<file path="src/rtl/mux_arb_pkg.sv">
// Shared types and helpers for the mux select arbiter.
// Source count, select width, FSM encoding and one-hot decode.
package mux_arb_pkg;

  localparam int N_SRC = 4;
  localparam int SEL_W = 2;

  typedef enum logic {
    IDLE  = 1'b0,
    GRANT = 1'b1
  } state_t;

  localparam logic [N_SRC-1:0] NO_SRC = '0;

  function automatic logic [N_SRC-1:0] onehot(
    input logic [SEL_W-1:0] i
  );
    logic [N_SRC-1:0] v;
    v    = '0;
    v[i] = 1'b1;
    return v;
  endfunction

endpackage

</file>
<file path="src/rtl/mux_sel_arbiter_rr_pick.sv">
// Round-robin picker: first eligible request at or after ptr.
// Purely combinational; masked sources are never chosen.
module rr_pick
  import mux_arb_pkg::*;
(
  input  logic [N_SRC-1:0] req,
  input  logic [SEL_W-1:0] ptr,
  input  logic [N_SRC-1:0] mask,
  output logic             any,
  output logic [SEL_W-1:0] idx
);

  logic [N_SRC-1:0] elig;
  logic [N_SRC-1:0] rot;
  logic [SEL_W-1:0] off;

  // Rotate eligible requests so bit 0 is the ptr position.
  always_comb begin
    elig = req & ~mask;
    rot  = elig;
    unique case (ptr)
      2'd0: rot = elig;
      2'd1: rot = {elig[0], elig[3:1]};
      2'd2: rot = {elig[1:0], elig[3:2]};
      2'd3: rot = {elig[2:0], elig[3]};
      default: rot = elig;
    endcase
  end

  // Lowest set bit of the rotated vector, mapped back by adding ptr.
  always_comb begin
    off = 2'd0;
    unique case (1'b1)
      rot[0]:                       off = 2'd0;
      (!rot[0] && rot[1]):          off = 2'd1;
      (!(|rot[1:0]) && rot[2]):     off = 2'd2;
      (!(|rot[2:0]) && rot[3]):     off = 2'd3;
      default:                      off = 2'd0;
    endcase
    any = |elig;
    idx = ptr + off;
  end

endmodule

</file>
<file path="src/rtl/mux_sel_arbiter.sv">
// Four-source round-robin arbiter driving a 4:1 mux select.
// Grants hold until ack, requester drop, or HOLD_MAX timeout.
module mux_sel_arbiter
  import mux_arb_pkg::*;
#(
  parameter int HOLD_MAX = 16
) (
  input  logic             clk,
  input  logic             rst,
  input  logic [N_SRC-1:0] req,
  input  logic             ack,
  output logic [SEL_W-1:0] s,
  output logic [N_SRC-1:0] gnt,
  output logic             valid,
  output logic             timeout
);

  localparam int CW =
    (HOLD_MAX > 0) ? $clog2(HOLD_MAX + 1) : 1;
  localparam logic [CW-1:0] CNT_LAST =
    CW'((HOLD_MAX > 0) ? HOLD_MAX - 1 : 0);
  localparam bit TO_EN = (HOLD_MAX != 0);

  state_t           state_q;
  state_t           state_d;
  logic [SEL_W-1:0] ptr_q;
  logic [SEL_W-1:0] ptr_d;
  logic [CW-1:0]    cnt_q;
  logic [CW-1:0]    cnt_d;
  logic [SEL_W-1:0] s_d;
  logic [N_SRC-1:0] gnt_d;
  logic             valid_d;
  logic             timeout_d;

  logic             in_grant;
  logic             to_hit;
  logic             abandon;
  logic             release_ev;
  logic             to_rel;
  logic [SEL_W-1:0] s_inc;
  logic [SEL_W-1:0] pick_ptr;
  logic [N_SRC-1:0] pick_mask;
  logic             pick_any;
  logic [SEL_W-1:0] pick_idx;

  // Release conditions for the grant currently held.
  always_comb begin
    in_grant   = (state_q == GRANT);
    s_inc      = s_q_inc(s);
    to_hit     = TO_EN && (cnt_q == CNT_LAST);
    abandon    = !req[s];
    release_ev = in_grant && (ack || abandon || to_hit);
    to_rel     = in_grant && to_hit && !ack;
    pick_ptr   = in_grant ? s_inc : ptr_q;
    pick_mask  = (in_grant && !ack) ? onehot(s) : NO_SRC;
  end

  function automatic logic [SEL_W-1:0] s_q_inc(
    input logic [SEL_W-1:0] v
  );
    return v + 2'd1;
  endfunction

  rr_pick u_pick (
    .req  (req),
    .ptr  (pick_ptr),
    .mask (pick_mask),
    .any  (pick_any),
    .idx  (pick_idx)
  );

  // State register.
  always_ff @(posedge clk or posedge rst) begin
    if (rst) begin
      state_q <= IDLE;
    end else begin
      state_q <= state_d;
    end
  end

  // Next-state: enter or stay in GRANT while there is a winner.
  always_comb begin
    state_d = state_q;
    unique case (state_q)
      IDLE: begin
        if (pick_any) state_d = GRANT;
      end
      GRANT: begin
        if (release_ev && !pick_any) state_d = IDLE;
      end
      default: state_d = IDLE;
    endcase
  end

  // Next values for the registered outputs, ptr and hold counter.
  always_comb begin
    s_d       = s;
    gnt_d     = gnt;
    valid_d   = valid;
    ptr_d     = ptr_q;
    cnt_d     = cnt_q;
    timeout_d = 1'b0;
    unique case (state_q)
      IDLE: begin
        if (pick_any) begin
          s_d     = pick_idx;
          gnt_d   = onehot(pick_idx);
          valid_d = 1'b1;
          cnt_d   = '0;
        end
      end
      GRANT: begin
        if (release_ev) begin
          ptr_d     = s_inc;
          timeout_d = to_rel;
          if (pick_any) begin
            s_d     = pick_idx;
            gnt_d   = onehot(pick_idx);
            valid_d = 1'b1;
            cnt_d   = '0;
          end else begin
            gnt_d   = NO_SRC;
            valid_d = 1'b0;
          end
        end else begin
          cnt_d = cnt_q + CW'(1);
        end
      end
      default: begin
        gnt_d   = NO_SRC;
        valid_d = 1'b0;
      end
    endcase
  end

  // Output, pointer and counter registers.
  always_ff @(posedge clk or posedge rst) begin
    if (rst) begin
      s       <= '0;
      gnt     <= '0;
      valid   <= 1'b0;
      timeout <= 1'b0;
      ptr_q   <= '0;
      cnt_q   <= '0;
    end else begin
      s       <= s_d;
      gnt     <= gnt_d;
      valid   <= valid_d;
      timeout <= timeout_d;
      ptr_q   <= ptr_d;
      cnt_q   <= cnt_d;
    end
  end

endmodule

</file>
<file path="config.mk">
export PLATFORM = sky130hd
export DESIGN_NAME = mux_sel_arbiter
export DESIGN_NICKNAME = d
export VERILOG_FILES = /design/src/rtl/mux_arb_pkg.sv /design/src/rtl/mux_sel_arbiter_rr_pick.sv /design/src/rtl/mux_sel_arbiter.sv
export SDC_FILE = /design/constraint.sdc
export NUM_CORES = 1
export LEC_CHECK = 0
export BUFFER_PORTS_ARGS = -buffer_cell sky130_fd_sc_hd__clkbuf_2
export CORE_UTILIZATION = 25
export CTS_CLUSTER_SIZE = 40
export DETAILED_ROUTE_END_ITERATION = 7
export PLACE_DENSITY = 0.5
export SETUP_SLACK_MARGIN = 0.4
export SYNTH_ARGS = -nofsm -noshare
export SYNTH_HDL_FRONTEND = slang
export SYNTH_HIERARCHICAL = 1
export SYNTH_SLANG_ARGS = --single-unit
</file>
<file path="constraint.sdc">
create_clock -name clk -period 3.9 [get_ports clk]
set_input_delay 0.39 -clock clk [delete_from_list [all_inputs] [get_ports clk]]
set_output_delay 0.39 -clock clk [all_outputs]
set_load 0.05 [all_outputs]
</file>
==> out/results.ini, run 1 <==
[logic_synthesis]
synthCells = 105
synth_seq_area_share = 0.356
syn-cell-area_sq_mm = 0.00112
syn_nets = 119
ys_ff_latch = 16
synth_ff_type = dfrtp_1
async_reset_ff_frac = 1.00
synth_edf_count = 0
yosysWarningCount = 6
postSynthAreaPerCell_sq_um = 10.7
ys_types = 39

[cts]
post_cts_resize_count = 0
cts.sinks = 16
cts_buffers = 3
clkTransAtPathRegs_ps = 60
clk-insertion-delay-late_ps = 250
htreeDepth = 1
root_buffer = clkbuf_8
ctsHoldBuffers = 0
cts_tree = done
postCtsSetupRepairBufs = 0
clockBufferDepth = 2

[timing]
max_freq_mhz = 348
finClkSkew_ps = 1.10
tns_ps = 0
hold_viol = 0
setup_slack_ps = 1020
rsz0062_at_grt = false
drv_slew = 0
report.final.setup_viol = 0
relSlewSlack = 0.391
period_share = 0.737
hold-worst-slack_ps = 186
fin_crit_ps = 2880
max_slew.worst_pin.slew_ps = 889

[grt]
grt_first_pass_wirelength_microns = 3740
grt.total_usage = 0.0959
overflow = 0
antenna_found_initial = 0
grt_max_degree = 17
grt_pass1_vias = 757

[placement]
gp_congestion = 0.718
postPlaceCellArea_sq_mm = 0.00120
post-place-ws_ps = 1060
dpl.cell_count = 166
portBuffers = 14
dp_hpwl_microns = 1600

[drt]
post-route-drc-count = 0
initialDrtViolationCount = 19
wire_per_inst_microns = 12.5
dr.pass1.iters = 4
ant_nets = 0
vias = 776
via_per_inst = 4.56
drt_wl_total_microns = 2130

[power_and_ir_drop]
seqPwrFrac = 0.242
p_per_area_mw_per_mm2 = 898
p_sw_frac = 0.457
p_int_mw = 0.613
power_mw = 1.13
leakagePower_nw = 0.609
p_switching_mw = 0.516
peakVddDrop_mv = 0.665
pwr-share-clk = 0.131
share_comb_of_total_power = 0.627

[finish]
syn_to_final_growth_pct = 11.9
drive_above_1_share = 0.305
final_util = 0.291
seqCellArea_sq_um = 400
nNetsFinal = 133
fin_area_sq_mm = 0.00126
multi_input_area_sq_um = 629
final_cell_mix = 16 x dfrtp_1, 14 x clkbuf_2, 10 x inv_1, 7 x ha_1
fin_cells = 170
final.fill_count = 477
layout_commonest_cell = dfrtp_1
diodes = 0

[die]
fp-row-count = 24
ioPinCount = 15
dieWidth_microns = 69.0
coreArea_sq_mm = 0.00432
initial_core_util = 0.260
dieArea_sq_mm = 0.00477
die_h_microns = 69.0

[status]
outcome = finished clean

[setup_path]
critical_path.endpoint_type = flop
worst_ep_required_time_ps = 4040
path_max_fanout = 8
crit_arrival_ps = 3010
cp-start-kind = flop
critical_path_class = reg -> reg

[min_path]
holdCritPathClass = in -> async

[job]
drv_cap = 0

-- registers in the layout, summed over array words and instances, names as in the netlist --
register  flops
cnt_q         5
gnt           4
ptr_q         2
s             2
in_grant      1
timeout       1
valid         1
-- power by group through the flow --
stage	clock (mW)	sequential, mW	combinational (mW)
after floorplan	0	0.362	0.526
after global placement	0	0.276	0.701
after detailed placement	0	0.277	0.707
after CTS	0.152	0.274	0.712
after global routing	0.164	0.282	0.782
final	0.147	0.274	0.708
-- critical path, stage by stage, from the launching register on --
cell and delay (ps):
dfrtp_1 540, inv_1 150, ha_1 220, and2_1 140
and2b_4 280, nor3_1 50, a311oi_1 310, o21ai_1 100
ha_1 190, xnor2_1 140, xnor2_1 250, inv_1 130
a32o_2 250
-- worst paths after layout --
kind / from / to / slack [ps] / depth (start not counted)
min in group clk: gnt[0] / gnt[0] / 500 / 1
worst min register to register: gnt[0] / gnt[0] / 500 / 1
max in group asynchronous: rst / ptr_q[1] / 3320 / 2
worst max register to register: s[0] / gnt[0] / 1020 / 12
worst max-delay path: s[0] / gnt[0] / 1020 / 12
worst min-delay path: rst / valid / 190 / 2
-- kinds of logic after synthesis --
family          Yosys count  share of synthesized area
simple gates             29                      0.167
compound gates           25                      0.192
flops                    16                      0.356
buf+inv                  15                     0.0835
mux                      10                      0.100
fa+ha+maj                 7                     0.0779
xor+xnor                  3                     0.0234
-- synthesized netlist by cell type (2+ instances only) --
master	n	share of area
and2_1	6	0.033
nor2_1	3	0.010
a21oi_1	4	0.018
inv_1	10	0.033
mux2_2	2	0.020
nand2b_1	4	0.022
and2b_1	2	0.013
nand3_1	3	0.013
buf_6	5	0.050
o21ai_1	2	0.0089
o21ai_0	2	0.0089
nand2_1	2	0.0067
nand3b_1	2	0.013
a32o_2	4	0.040
xnor2_1	3	0.023
dfrtp_1	16	0.36
ha_1	7	0.078
mux2i_1	6	0.053
mux2_4	2	0.027
-- per-layer routing --
| metal | global-route usage | share of wire | wire length, microns | vias up |
|---|---|---|---|---|
| met1 | 0.145 | 0.55 | 1160 | 360 |
| met2 | 0.134 | 0.43 | 909 | 14 |
| li1 | - | - | - | 400 |
| met5 | 0 | 0 | 0 | - |
| met4 | 0.0408 | 0.0056 | 12 | 0 |
| met3 | 0.0132 | 0.021 | 45 | 2 |
-- cell type report --
cell class | count | area share
Clock buffer | 4 | 0.0438
Inverter | 10 | 0.0299
Multi-Input combinational cell | 74 | 0.500
Sequential cell | 16 | 0.318
Tap cell | 52 | 0.0517
Timing Repair Buffer | 14 | 0.0557
Note: power is estimated with default switching activity, not from simulation.
==> run 2: changes to the inputs <==
Settings changed: ABC_AREA set to 1.
Clock period 3.9 ns to 2.65 ns, I/O delays scaled along.
==> run 2 against run 1 <==
Against the previous run:
- the run now ends with design-rule violations left
- register-to-register slack worse by 770 ps
- final cell count is 43% higher
- synthesized cell count is 57% higher
- sequential share of layout area is 5.3 points lower
- critical path type unchanged
- critical endpoint unchanged
- die area is 4.4% higher
- synthesized area is 4.6% higher
- clock skew is 0.92 ps higher
- utilization is 5.0 points higher
==> out/results.ini, run 2 <==
[status]
outcome = finished with violations  ; was finished clean
violations = design-rule violations

[drt]
vias = 1068  ; was 776
dr.pass1.iters = 6  ; was 4
post-route-drc-count = 5  ; was 0
ant_nets = 0  ; unchanged
via_per_inst = 4.40  ; was 4.56
drt_wl_total_microns = 2490  ; was 2130 microns
initialDrtViolationCount = 66  ; was 19
wire_per_inst_microns = 10.2  ; was 12.5 microns

[timing]
hold_viol = 0  ; unchanged
report.final.setup_viol = 0  ; unchanged
tns_ps = 0  ; unchanged
max_freq_mhz = 417  ; was 348 MHz
rsz0062_at_grt = true  ; was false
relSlewSlack = 0.553  ; was 0.391
finClkSkew_ps = 2.02  ; was 1.10 ps
drv_slew = 0  ; unchanged
fin_crit_ps = 2400  ; was 2880 ps
max_slew.worst_pin.slew_ps = 671  ; was 889 ps
period_share = 0.905  ; was 0.737

[grt]
grt_pass1_vias = 917  ; was 757
grt_first_pass_wirelength_microns = 4390  ; was 3740 microns
overflow = 0  ; unchanged
grt.total_usage = 0.110  ; was 0.0959
grt_max_degree = 17  ; unchanged
antenna_found_initial = 0  ; unchanged

[cts]
clockBufferDepth = 2  ; unchanged
ctsHoldBuffers = 0  ; unchanged
cts_buffers = 3  ; unchanged
cts_tree = done  ; unchanged
clkTransAtPathRegs_ps = 60  ; about the same
htreeDepth = 1  ; unchanged
root_buffer = clkbuf_8  ; unchanged
cts.sinks = 16  ; unchanged
clk-insertion-delay-late_ps = 250  ; about the same

[setup_path]
max_stage_delay_ps = 360  ; was 540 ps
cp-start-kind = flop  ; unchanged
rrSetupSlack_ps = 250  ; was 1020 ps
cpMostUsedCell = nand2_1
cp_cell_sequence = inv_2 > ha_4 > nand2_1 > o21ai_1 > buf_6 > inv_4 > nor2_4 > nand2_1 > nand4_1 > inv_1 > a21oi_2 > ha_2 > xor2_2 > inv_1 > nand3_2 > nand2_2 > inv_2 > nand2_1 > o21ai_1  ; was inv_1 > ha_1 > and2_1 > and2b_4 > nor3_1 > a311oi_1 > o21ai_1 > ha_1 > xnor2_1 > xnor2_1 > inv_1 > a32o_2
worst_ep_required_time_ps = 2820  ; was 4040 ps
cp-startpoint = s[0]  ; unchanged
path_delay_family = simple AND/OR/NAND/NOR gates  ; was compound AO/OA/AOI/OAI gates
critical_path_class = reg -> reg  ; unchanged
rr_worst_depth = 19  ; was 12
path_max_fanout = 8  ; unchanged
r2r_end = gnt[0]  ; unchanged
crit_buf_inv = 6  ; was 2
crit_slowest_cell = dfrtp_2  ; was dfrtp_1
critical_path.endpoint_type = flop  ; unchanged
crit_arrival_ps = 2570  ; was 3010 ps
r2r_start = s[0]  ; unchanged

[logic_synthesis]
ys_ff_latch = 16  ; unchanged
synth.most_common_cell = nand2_1  ; was dfrtp_1
yosysTopAreaCell = dfrtp_1  ; unchanged
synth_seq_area_share = 0.341  ; was 0.356
ys_types = 23  ; was 39
synth_top_area_share = 0.341  ; was 0.356
synth_ff_type = dfrtp_1  ; unchanged
synthCells = 165  ; was 105
async_reset_ff_frac = 1.00  ; unchanged
synth_area_leaders = dfrtp_1 34%, nand2_1 13%, inv_1 9.3%  ; was dfrtp_1 36%, ha_1 7.8%, mux2i_1 5.3%
synthTopCellsByCount = 42 x nand2_1, 29 x inv_1, 16 x dfrtp_1, 13 x nor2_1, 11 x nand3_1  ; was 16 x dfrtp_1, 10 x inv_1, 7 x ha_1, 6 x and2_1, 6 x mux2i_1
synth_edf_count = 0  ; unchanged
syn_nets = 179  ; was 119
yosysWarningCount = 6  ; unchanged
syn-cell-area_sq_mm = 0.00117  ; was 0.00112 sq mm
postSynthAreaPerCell_sq_um = 7.12  ; was 10.7 sq um

[finish]
regMostFlops = cnt_q  ; unchanged
largest_reg_flops = 5  ; unchanged
fin_area_sq_mm = 0.00152  ; was 0.00126 sq mm
layout_commonest_cell = nand2_1  ; was dfrtp_1
final.fill_count = 489  ; was 477
drive_above_1_share = 0.351  ; was 0.305
diodes = 0  ; unchanged
largestRegisters = cnt_q (5), gnt (4)  ; unchanged
final_cell_mix = 40 x nand2_1, 26 x inv_1, 14 x dfrtp_1, 14 x clkbuf_2, 10 x nand3_1  ; was 16 x dfrtp_1, 14 x clkbuf_2, 10 x inv_1, 7 x ha_1
syn_to_final_growth_pct = 29.1  ; was 11.9%
nNetsFinal = 206  ; was 133

[placement]
postPlaceCellArea_sq_mm = 0.00135  ; was 0.00120 sq mm
dp_hpwl_microns = 1880  ; was 1600 microns
gp_congestion = 0.751  ; was 0.718
portBuffers = 14  ; unchanged

[die]
dieArea_sq_mm = 0.00498  ; was 0.00477 sq mm
initial_core_util = 0.264  ; was 0.260
ioPinCount = 15  ; unchanged
dieWidth_microns = 70.6  ; was 69.0 microns
fp-row-count = 24  ; unchanged
coreArea_sq_mm = 0.00444  ; was 0.00432 sq mm
die_h_microns = 70.6  ; was 69.0 microns

[job]
drv_cap = 0  ; unchanged

[min_path]
holdCritPathClass = in -> async  ; unchanged

-- run 2: layer usage --
layer	up-vias	part of all wire	GRT usage
met2	22	0.45	0.162
met5	-	0	0
met1	478	0.51	0.166
met4	0	0.012	0.0400
met3	4	0.028	0.0128
li1	564	-	-
-- run 2: logic make-up (layout without fill, tap and decap cells) --
logic type,after synthesis,after routing,share of synthesized area
AO/OA/AOI/OAI,14,14,0.0650
buffers and inverters,36,62,0.122
adder cells (fa/ha/maj),7,7,0.0745
XOR/XNOR,2,2,0.0149
AND/OR/NAND/NOR,90,90,0.382
flip-flops,16,16,0.341
-- run 2: worst max-delay path by stage --
stage | depth (start not counted) | to | slack, ps
floorplan | 19 | gnt[1] | 100
global placement | 20 | gnt[1] | 130
detailed placement | 19 | gnt[0] | 140
CTS | 18 | gnt[1] | 230
global route | 19 | gnt[0] | 90
finish | 19 | gnt[0] | 250
-- run 2: repair_timing --
action,4_1_cts,5_1_grt
gates resized for setup,11,8
pin swaps,5,5
setup endpoints to repair,6,6
buffers inserted,4,1
-- run 2: worst register-to-register path, cell delays in order (launching register included) --
cell and delay (ps):
dfrtp_2 360, inv_2 50, ha_4 260, nand2_1 40
o21ai_1 90, buf_6 180, inv_4 40, nor2_4 110
nand2_1 60, nand4_1 120, inv_1 70, a21oi_2 130
ha_2 200, xor2_2 150, inv_1 70, nand3_2 70
nand2_2 70, inv_2 80, nand2_1 60, o21ai_1 120
-- run 2: final cells by class --
type                    count  area [sq um]  area share
flip-flops and latches     16           403       0.266
repair buffers             24           153       0.101
clock buffers               4          55.1      0.0363
well taps                  52          65.1      0.0429
inverters                  34           130      0.0858
multi-input cells         113           711       0.469
-- run 2: stage by stage --
step / worst slack (ps) / instances / hold WS (ps) / util
finish: 252 / 243 / 53.2 / 0.341
global route: 90.0 / 243 / 125 / 0.341
CTS: 229 / 242 / 83.2 / 0.333
detailed placement: 135 / 234 / 356 / 0.304
global placement: 132 / 234 / 359 / 0.304
floorplan: 101 / 165 / 179 / -
Power of run 2 is not shown: default switching activity piles up to over one toggle a cycle in this logic, so the estimate is an artifact.
